## config.mk

```make
export PLATFORM = sky130hd
export DESIGN_NAME = fir_mac_param
export DESIGN_NICKNAME = d
export VERILOG_FILES = /design/src/rtl/fir_pkg.sv /design/src/rtl/fir_coef_chain.sv /design/src/rtl/fir_mac_param.sv
export SDC_FILE = /design/constraint.sdc
export NUM_CORES = 1
export LEC_CHECK = 0
export BUFFER_PORTS_ARGS = -buffer_cell sky130_fd_sc_hd__buf_2
export CAP_MARGIN = 10
export CORE_MARGIN = 1
export CORE_UTILIZATION = 25
export DETAILED_ROUTE_END_ITERATION = 8
export GPL_ROUTABILITY_DRIVEN = 0
export PLACE_DENSITY = 0.4
export RECOVER_POWER = 50
export SLEW_MARGIN = 20
export SYNTH_ARGS = -nofsm -noshare
export SYNTH_HDL_FRONTEND = slang
export SYNTH_HIERARCHICAL = 1
export SYNTH_SLANG_ARGS = --single-unit
export TNS_END_PERCENT = 1
```

## constraint.sdc

```tcl
create_clock -name ph1 -period 6.78 [get_ports ph1]
set_clock_uncertainty 0.15 [all_clocks]
set_input_delay 0 -clock ph1 [delete_from_list [all_inputs] [get_ports ph1]]
set_output_delay 0 -clock ph1 [all_outputs]
set_load 0.005 [all_outputs]
```

## src/rtl/fir_pkg.sv

```systemverilog
// Shared types and width helpers for the parametrised time-multiplexed FIR.
package fir_pkg;

  // Controller states: waiting for a sample, or stepping through the taps.
  typedef enum logic [0:0] {
    IDLE = 1'b0,
    MAC  = 1'b1
  } state_t;

  // Result width that can hold TAPS full-scale products without overflow.
  function automatic int calc_out_w(input int data_w, input int coef_w, input int taps);
    return data_w + coef_w + $clog2(taps);
  endfunction

  // Width of the tap index counter.
  function automatic int calc_idx_w(input int taps);
    return (taps > 1) ? $clog2(taps) : 1;
  endfunction

endpackage

```

## src/rtl/fir_coef_chain.sv

```systemverilog
// Coefficient storage: serial shadow chain, active bank used by the MAC, and
// the commit logic that defers a load until the sample in flight has finished.
module fir_coef_chain
  import fir_pkg::*;
#(
  parameter int TAPS   = 4,
  parameter int COEF_W = 8
) (
  input  logic                     clk,
  input  logic                     rst,
  input  logic                     shift_en,
  input  logic                     shift_in,
  output logic                     shift_out,
  input  logic                     coef_load,
  input  logic                     idle,
  input  logic                     accept,
  input  logic                     last,
  output logic [TAPS*COEF_W-1:0]   active,
  output logic                     coef_pending
);

  localparam int CHAIN_W = TAPS * COEF_W;

  logic [CHAIN_W-1:0] shadow;

  assign shift_out = shadow[CHAIN_W-1];

  // Serial load: newest bit enters at bit 0, so the first bit ends at c_{TAPS-1} MSB.
  always_ff @(posedge clk) begin
    if (rst) begin
      shadow <= '0;
    end else if (shift_en) begin
      shadow <= {shadow[CHAIN_W-2:0], shift_in};
    end
  end

  // Commit shadow to the active bank now when idle, otherwise on the final MAC edge.
  always_ff @(posedge clk) begin
    if (rst) begin
      active       <= '0;
      coef_pending <= 1'b0;
    end else if (last) begin
      // The last product has already used the old coefficient this cycle.
      if (coef_pending || coef_load) begin
        active <= shadow;
      end
      coef_pending <= 1'b0;
    end else if (coef_load) begin
      if (idle && !accept) begin
        active <= shadow;
      end else begin
        coef_pending <= 1'b1;
      end
    end
  end

endmodule

```

## src/rtl/fir_mac_param.sv

```systemverilog
// Parametrised FIR filter evaluated by a single multiply-accumulate unit, one
// tap per cycle, behind a valid/ready sample interface.
module fir_mac_param
  import fir_pkg::*;
#(
  parameter int TAPS   = 4,
  parameter int DATA_W = 8,
  parameter int COEF_W = 8,
  parameter int SIGNED = 0,
  parameter int OUT_W  = calc_out_w(DATA_W, COEF_W, TAPS)
) (
  input  logic              ph1,
  input  logic              reset,
  input  logic              in_valid,
  output logic              in_ready,
  input  logic [DATA_W-1:0] in_data,
  output logic              out_valid,
  output logic [OUT_W-1:0]  out_data,
  input  logic              shift_en,
  input  logic              shift_in,
  output logic              shift_out,
  input  logic              coef_load,
  output logic              coef_pending
);

  localparam int PROD_W = DATA_W + COEF_W;
  localparam int IDX_W  = calc_idx_w(TAPS);
  localparam logic [IDX_W-1:0] LAST_IDX = IDX_W'(TAPS - 1);

  state_t                   state;
  logic [IDX_W-1:0]         idx;
  logic signed [OUT_W-1:0]  acc;
  logic [TAPS*DATA_W-1:0]   xline;
  logic [TAPS*COEF_W-1:0]   active;
  logic [DATA_W-1:0]        x_sel;
  logic [COEF_W-1:0]        c_sel;
  logic signed [OUT_W-1:0]  term;
  logic signed [OUT_W-1:0]  sum;
  logic                     idle;
  logic                     accept;
  logic                     last;

  // One tap product, extended to the accumulator width according to SIGNED.
  function automatic logic signed [OUT_W-1:0] mac_term(
    input logic [COEF_W-1:0] c,
    input logic [DATA_W-1:0] x
  );
    logic signed [PROD_W-1:0] cs;
    logic signed [PROD_W-1:0] xs;
    logic signed [PROD_W-1:0] p;
    if (SIGNED != 0) begin
      cs = PROD_W'($signed(c));
      xs = PROD_W'($signed(x));
    end else begin
      cs = $signed(PROD_W'(c));
      xs = $signed(PROD_W'(x));
    end
    p = cs * xs;
    if (SIGNED != 0) begin
      return OUT_W'(p);
    end else begin
      return $signed(OUT_W'($unsigned(p)));
    end
  endfunction

  assign idle   = (state == IDLE);
  assign accept = in_valid & in_ready;
  assign last   = (state == MAC) && (idx == LAST_IDX);

  fir_coef_chain #(
    .TAPS   (TAPS),
    .COEF_W (COEF_W)
  ) u_coef (
    .clk          (ph1),
    .rst          (reset),
    .shift_en     (shift_en),
    .shift_in     (shift_in),
    .shift_out    (shift_out),
    .coef_load    (coef_load),
    .idle         (idle),
    .accept       (accept),
    .last         (last),
    .active       (active),
    .coef_pending (coef_pending)
  );

  // Select the coefficient and delay-line sample addressed by the tap index.
  always_comb begin
    c_sel = '0;
    x_sel = '0;
    for (int k = 0; k < TAPS; k++) begin
      if (idx == IDX_W'(k)) begin
        c_sel = active[k*COEF_W +: COEF_W];
        x_sel = xline[k*DATA_W +: DATA_W];
      end
    end
  end

  assign term = mac_term(c_sel, x_sel);
  assign sum  = acc + term;

  // Controller, delay line and accumulator: accept in IDLE, one tap per MAC edge.
  always_ff @(posedge ph1) begin
    if (reset) begin
      state     <= IDLE;
      in_ready  <= 1'b1;
      out_valid <= 1'b0;
      out_data  <= '0;
      acc       <= '0;
      idx       <= '0;
      xline     <= '0;
    end else begin
      out_valid <= 1'b0;
      case (state)
        IDLE: begin
          if (accept) begin
            xline    <= {xline[(TAPS-1)*DATA_W-1:0], in_data};
            acc      <= '0;
            idx      <= '0;
            in_ready <= 1'b0;
            state    <= MAC;
          end
        end
        MAC: begin
          acc <= sum;
          idx <= idx + 1'b1;
          if (idx == LAST_IDX) begin
            out_data  <= sum;
            out_valid <= 1'b1;
            in_ready  <= 1'b1;
            state     <= IDLE;
          end
        end
        default: begin
          state    <= IDLE;
          in_ready <= 1'b1;
        end
      endcase
    end
  end

endmodule

```

==> reports/metrics.cfg, run 1 <==
[die]
row_count=66
initial_standard_cell_utilization_of_the_core=0.257
die-height_um=186
core_area_um2=32900
pin_count=36
design.die.area_um2=34500
die-width_um=186

[yosys]
post_synth_arst_share=0
postSynthRegisterBits=138
synth_warnings=6
synth_edf_count=0
post_synth_num_cell_types=50
netlist_instances=1010
mappedNetlistNets=1117
netlist.top_cell.by_area=sky130_fd_sc_hd__dfxtp_1
syn-cell-area_um2=8450
yosys_top_cell_area_share=0.327
post_synth_main_area_contributors=sky130_fd_sc_hd__dfxtp_1 (33%), sky130_fd_sc_hd__fa_1 (8.8%), sky130_fd_sc_hd__ha_1 (8.3%)
ys_dominant_reg_cell=sky130_fd_sc_hd__dfxtp_1
avgSynthCellArea_um2=8.36
synth.yosys.seq_area_share=0.327

[worst_setup_path]
slowest_stage=sky130_fd_sc_hd__fa_1
critPathLaunchType=register
critical_path.max_stage_delay_ns=0.50
endpoint_type_of_the_worst_setup_path=register
register_to_register_setup_slack_ns=0.16
worst-endpoint-arrival_ns=6.80
critPathMostFrequentCell=sky130_fd_sc_hd__fa_1
setup.worst_path.class=reg2reg
path_max_fanout=6
cp_data_required_time_ns=6.96

[cells_and_area]
leading_cell_type_in_the_layout_fill_and_taps_excluded=sky130_fd_sc_hd__dfxtp_1
area_growth_syn_to_layout_pct=27.6
most-common-layout-cells=sky130_fd_sc_hd__dfxtp_1 (136), sky130_fd_sc_hd__nor2_1 (132), sky130_fd_sc_hd__nand2_1 (119)
nets=1223
num_antenna_cells=0
fraction_of_final_layout_cells_with_drive_strength_greater_than_1=0.205

[timing]
final_max_slew_viol_count=33
fin_tns_setup_ns=0
final.hold.worst_slack_ns=-0.0527
final.min_clock_period_ns=6.62
grt_setup_unrepaired=true
fmaxAchievable_mhz=151
maxSlewHeadroom=-0.572
tightest_slew_ns=2.36
timing.final.crit_share=0.977
timing.final.hold_violations=6
report.final.setup_viol=0

[job]
cap_viol_max_count=1

[power]
cellLeakagePower_nw=4.67
pwr_density_cell_nw_per_um2=182
worst_ir_drop_vdd_mv=0.165

[global_routing]
wire_length_of_the_first_global_routing_pass_mm=34.6
grt_overflow_total=0
grt_antenna_before_repair=0
first_global_vias=6654
maximum_number_of_pins_on_one_net_before_global_route_repair=174
gr-usage-all-layers=0.127

[place]
hpwl_mm=15.1
port_buffers=35

[clock_network]
clock_tree_from_tritoncts=built
tritoncts.num_buffers=17
clock_sink_count=138
clock-root-buffer=sky130_fd_sc_hd__clkbuf_16
clock_latency_ns=0.43
clk_path_buf_depth=2
clock_tree.htree_level_count=4
clkSlewWorstSetupHoldPaths_ns=0.07

[status]
result_of_the_run=finished with violations
violations=hold timing, capacitance limit, slew limit

[drt]
detailroute.via_count=6826
drt_first_pass_iters=4
ant_nets=0
routed_wl_mm=21.1
final_routed_wire_length_divided_by_cell_count_um=13.5
post_drt_via_cell_ratio=4.35
drc=0
detail_route.iter0.violations=273

[worst_hold_path]
hold_path_class=in2reg

[metal layers]
layer / share of wire / vias up / track usage
met5: 0 / - / 0
met4: 0.013 / 0 / 0.0364
met3: 0.018 / 16 / 0.0235
met2: 0.46 / 54 / 0.204
met1: 0.51 / 3198 / 0.172
li1: - / 3558 / -
[worst paths after layout]
kind / start / endpoint / cells past startpoint
max: idx[1] / out_data[15] / 30
max reg2reg: idx[1] / out_data[15] / 30
min: reset / u_coef/shadow[1] / 3
min reg2reg: out_data[7] / out_data[7] / 2
[sequential cells by signal, indices dropped and copies added (netlist names)]
name / count
idx: 2
xline: 32
u_coef/coef_pending: 1
u_coef/shadow: 32
in_ready: 1
out_valid: 1
out_data: 18
state: 1
acc: 18
u_coef/active: 32
[repair_timing]
item | CTS | global route
hold endpoints to repair | 10 | 0
pin swaps | 7 | 47
gates resized for setup | 19 | 70
gates cloned | 0 | 3
buffers inserted | 3 | 9
hold buffers | 10 | 0
setup endpoints to repair | 14 | 15
[synth_stat cells, types with 2 or more instances]
cell,n
sky130_fd_sc_hd__or2_2,10
sky130_fd_sc_hd__buf_2,4
sky130_fd_sc_hd__a22o_1,2
sky130_fd_sc_hd__nor2_1,144
sky130_fd_sc_hd__o21ai_0,15
sky130_fd_sc_hd__a21o_1,8
sky130_fd_sc_hd__nor3_1,10
sky130_fd_sc_hd__buf_1,3
sky130_fd_sc_hd__nor2b_1,4
sky130_fd_sc_hd__o21bai_1,3
sky130_fd_sc_hd__o211ai_1,2
sky130_fd_sc_hd__clkbuf_1,36
sky130_fd_sc_hd__mux2i_1,67
sky130_fd_sc_hd__xor2_1,12
sky130_fd_sc_hd__buf_12,3
sky130_fd_sc_hd__or3_1,3
sky130_fd_sc_hd__a211o_1,3
sky130_fd_sc_hd__o31ai_1,3
sky130_fd_sc_hd__xnor2_1,13
sky130_fd_sc_hd__a211oi_1,4
sky130_fd_sc_hd__and3_1,5
sky130_fd_sc_hd__inv_1,66
sky130_fd_sc_hd__buf_4,3
sky130_fd_sc_hd__a22oi_1,4
sky130_fd_sc_hd__o21a_1,6
sky130_fd_sc_hd__a21oi_1,112
sky130_fd_sc_hd__nand3_1,11
sky130_fd_sc_hd__nand2_1,121
sky130_fd_sc_hd__nand3b_1,15
sky130_fd_sc_hd__fa_1,37
sky130_fd_sc_hd__dfxtp_1,138
sky130_fd_sc_hd__nand2b_1,65
sky130_fd_sc_hd__a31oi_1,5
sky130_fd_sc_hd__a31o_2,2
sky130_fd_sc_hd__ha_1,56
[power breakdown]
group | switching (mW) | total (mW) | internal [mW] | leakage [nW]
Clock | 0.402 | 0.974 | 0.572 | 0.299
Sequential | 0.00698 | 0.826 | 0.819 | 1.11
Combinational | 0.0953 | 0.166 | 0.0711 | 3.26
[cells by family (layout without fill, tap and decap cells)]
logic type                 count (synthesis)  after routing  share of synthesized area
xor gates and xnor gates                  25             25                     0.0259
muxes                                     67             67                     0.0794
DFF                                      138            138                      0.327
adders and majority gates                 93             93                      0.171
buffers and inverters                    117            236                     0.0606
and+or+nand+nor                          394            394                      0.214
AOI/OAI and AO/OA                        176            176                      0.122
[worst max-delay path: cells and delay by family (launching register included)]
kind                     cells  cell delay, ns
AO/OA/AOI/OAI               10            1.73
XOR/XNOR                     2            0.28
adder cells (fa/ha/maj)      7            2.74
buffers and inverters        7            0.65
flip-flops                   1            0.35
AND/OR/NAND/NOR              4            0.63
[layout make-up]
class	instances	area, µm²
clock buffer	19	453
clock inverter	13	156
fill	3552	22100
inverter	67	254
multi-input combinational	755	5510
sequential	138	2770
tap	442	553
timing repair buffer	137	1080
[metrics by stage]
stage	area (µm²)	total power [mW]	util	worst slack, ns	std cells
5_1_grt	10800	2.05	0.328	-0.188	1571
4_1_cts	10400	1.99	0.316	-0.00660	1559
3_5_place_dp	9590	0.991	0.292	-0.314	1514
2_1_floorplan	8480	0.941	-	0.0142	1010
3_3_place_gp	9590	0.992	0.292	-0.294	1514
6_report	10800	1.97	0.328	0.157	1571
(Power assumes the default switching activity.)
==> run 2, diff against run 1 <==
--- a/config.mk
+++ b/config.mk
@@ -11,7 +11,7 @@
 export CORE_UTILIZATION = 25
 export DETAILED_ROUTE_END_ITERATION = 8
 export GPL_ROUTABILITY_DRIVEN = 0
-export PLACE_DENSITY = 0.4
+export PLACE_DENSITY = 0.46
 export RECOVER_POWER = 50
 export SLEW_MARGIN = 20
 export SYNTH_ARGS = -nofsm -noshare
==> constraint.sdc (replaced) <==
create_clock -name ph1 -period 6.78 [get_ports ph1]
set_clock_uncertainty 0.15 [all_clocks]
set_input_delay 0.678 -clock ph1 [delete_from_list [all_inputs] [get_ports ph1]]
set_output_delay 0.678 -clock ph1 [all_outputs]
set_load 0.005 [all_outputs]
==> run 2 against run 1 <==
Effect of this change: the flow finishes with violations (capacitance limit, slew limit); largest power group unchanged; register-to-register slack better by 0.06 ns; critical endpoint unchanged; critical path type unchanged; utilization shrank 0.38 points; worst setup slack gained 0.056 ns; die area is the same; cell area is 1.2% lower; cell count is 0.64% lower.
==> reports/metrics.cfg, run 2 (synthesis results as in run 1) <==
[timing]
final_max_slew_viol_count=33
maxSlewHeadroom=-0.514
tightest_slew_ns=2.27
report.final.setup_viol=0
timing.final.crit_share=0.969
grt_setup_unrepaired=true
final.hold.worst_slack_ns=0.302
timing.final.hold_violations=0
final.min_clock_period_ns=6.57
fmaxAchievable_mhz=152

[power]
power.switching_fraction=0.253
combPwrFrac=0.084
net-switching-power_uw=480
worst_ir_drop_vdd_mv=0.162
power_report.internal_total_mw=1.41
design_power_total_mw=1.89
clock_power_share=0.479
cellLeakagePower_nw=4.57
pwr_density_cell_nw_per_um2=178
seqPwrFrac=0.437

[clock_network]
clock_sink_count=138
clock-root-buffer=sky130_fd_sc_hd__clkbuf_16
clock_tree_from_tritoncts=built
clock_latency_ns=0.43
tritoncts.num_buffers=17
clk_path_buf_depth=2
clkSlewWorstSetupHoldPaths_ns=0.06
clock_tree.htree_level_count=4

[drt]
final_routed_wire_length_divided_by_cell_count_um=13.4
drt_first_pass_iters=5
drc=0
post_drt_via_cell_ratio=4.39
detail_route.iter0.violations=314
ant_nets=0
detailroute.via_count=6859
routed_wl_mm=20.9

[worst_setup_path]
path_max_fanout=5
worst-endpoint-arrival_ns=6.73
ff2ff_path_depth=31
endpoint_type_of_the_worst_setup_path=register
r2r-start=idx[0]
critical_path.max_stage_delay_ns=0.53
slowest_stage=sky130_fd_sc_hd__fa_1
crit_cells=31
critPathLaunchType=register
cp.buffers_inverters=8
setup.worst_path.class=reg2reg
setup.worst_path.start=idx[0]
cp_data_required_time_ns=6.95
register_to_register_setup_slack_ns=0.21
path_delay_family=adder cells

[die]
design.die.area_um2=34500
die-width_um=186
core_area_um2=32900
initial_standard_cell_utilization_of_the_core=0.257
pin_count=36
die-height_um=186
row_count=66

[cells_and_area]
multi_input_area_um2=5530
sequential_cell_area_um2=2770
nets=1213
area_growth_syn_to_layout_pct=26.1
leading_cell_type_in_the_layout_fill_and_taps_excluded=sky130_fd_sc_hd__dfxtp_1
num_antenna_cells=0
most-common-layout-cells=sky130_fd_sc_hd__dfxtp_1 (136), sky130_fd_sc_hd__nor2_1 (133), sky130_fd_sc_hd__nand2_1 (118)
fill_cells=3560
layout_top_registers=u_coef/active: 32 flops, u_coef/shadow: 32 flops, xline: 32 flops
fraction_of_final_layout_cells_with_drive_strength_greater_than_1=0.202

[worst_hold_path]
hold_path_class=reg2reg
min_path_cells=2
hold_path_startpoint=out_data[5]

[global_routing]
first_global_vias=6775
grt_overflow_total=0
maximum_number_of_pins_on_one_net_before_global_route_repair=174
gr-usage-all-layers=0.125
wire_length_of_the_first_global_routing_pass_mm=34.0
grt_antenna_before_repair=0

[status]
result_of_the_run=finished with violations
violations=capacitance limit, slew limit

[place]
hpwl_mm=14.7
port_buffers=35

[job]
cap_viol_max_count=1

## run 2: layout make-up
cell class                 instances  share of cell area
multi-input combinational        755               0.520
inverter                          67              0.0241
clock buffer                      20              0.0429
sequential                       138               0.260
tap                              442              0.0519
clock inverter                    12              0.0110
timing repair buffer             127              0.0906
## run 2: what timing repair did
action / in CTS / in global routing
pin swaps: 15 / 64
hold buffers: 0 / 0
gates resized for setup: 18 / 71
setup buffers: 3 / 16
endpoints found under the setup margin: 11 / 15
gates cloned: 0 / 3
## run 2: power by group through the flow
stage | Clock, mW | Combinational, mW | Sequential [mW]
CTS | 0.937 | 0.145 | 0.826
detailed placement | 0 | 0.143 | 0.844
global route | 0.977 | 0.174 | 0.827
finish | 0.906 | 0.160 | 0.827
floorplan | 0 | 0.0992 | 0.842
global placement | 0 | 0.143 | 0.844
## run 2: through the flow
step | utilization | instance area (µm²) | instances | worst slack [ns] | setup TNS, ns
2_1_floorplan | - | 8480 | 1010 | 0.0142 | 0
3_3_place_gp | 0.290 | 9520 | 1507 | -0.216 | -0.752
3_5_place_dp | 0.290 | 9520 | 1507 | -0.272 | -1.45
4_1_cts | 0.310 | 10200 | 1542 | 0.0208 | 0
5_1_grt | 0.324 | 10700 | 1561 | -0.0747 | -0.279
6_report | 0.324 | 10700 | 1561 | 0.213 | 0
## run 2: path summary, 6_finish.rpt
check | to
min reg2reg | out_data[5]
min | out_data[5]
max | out_data[15]
max reg2reg | out_data[15]
## run 2: per-layer routing
| metal | routed length, µm | vias to the layer above | track usage | share of wire |
|---|---|---|---|---|
| li1 | - | 3525 | - | - |
| met1 | 10200 | 3229 | 0.163 | 0.49 |
| met2 | 9710 | 81 | 0.200 | 0.47 |
| met3 | 577 | 24 | 0.0276 | 0.028 |
| met4 | 404 | 0 | 0.0443 | 0.019 |
| met5 | 0 | - | 0 | 0 |
## run 2: tightest hold or removal path, cell delays in order (launching register included)
cell,delay [ns]
sky130_fd_sc_hd__dfxtp_1,0.30
sky130_fd_sc_hd__nand2_1,0.05
sky130_fd_sc_hd__a21oi_1,0.05
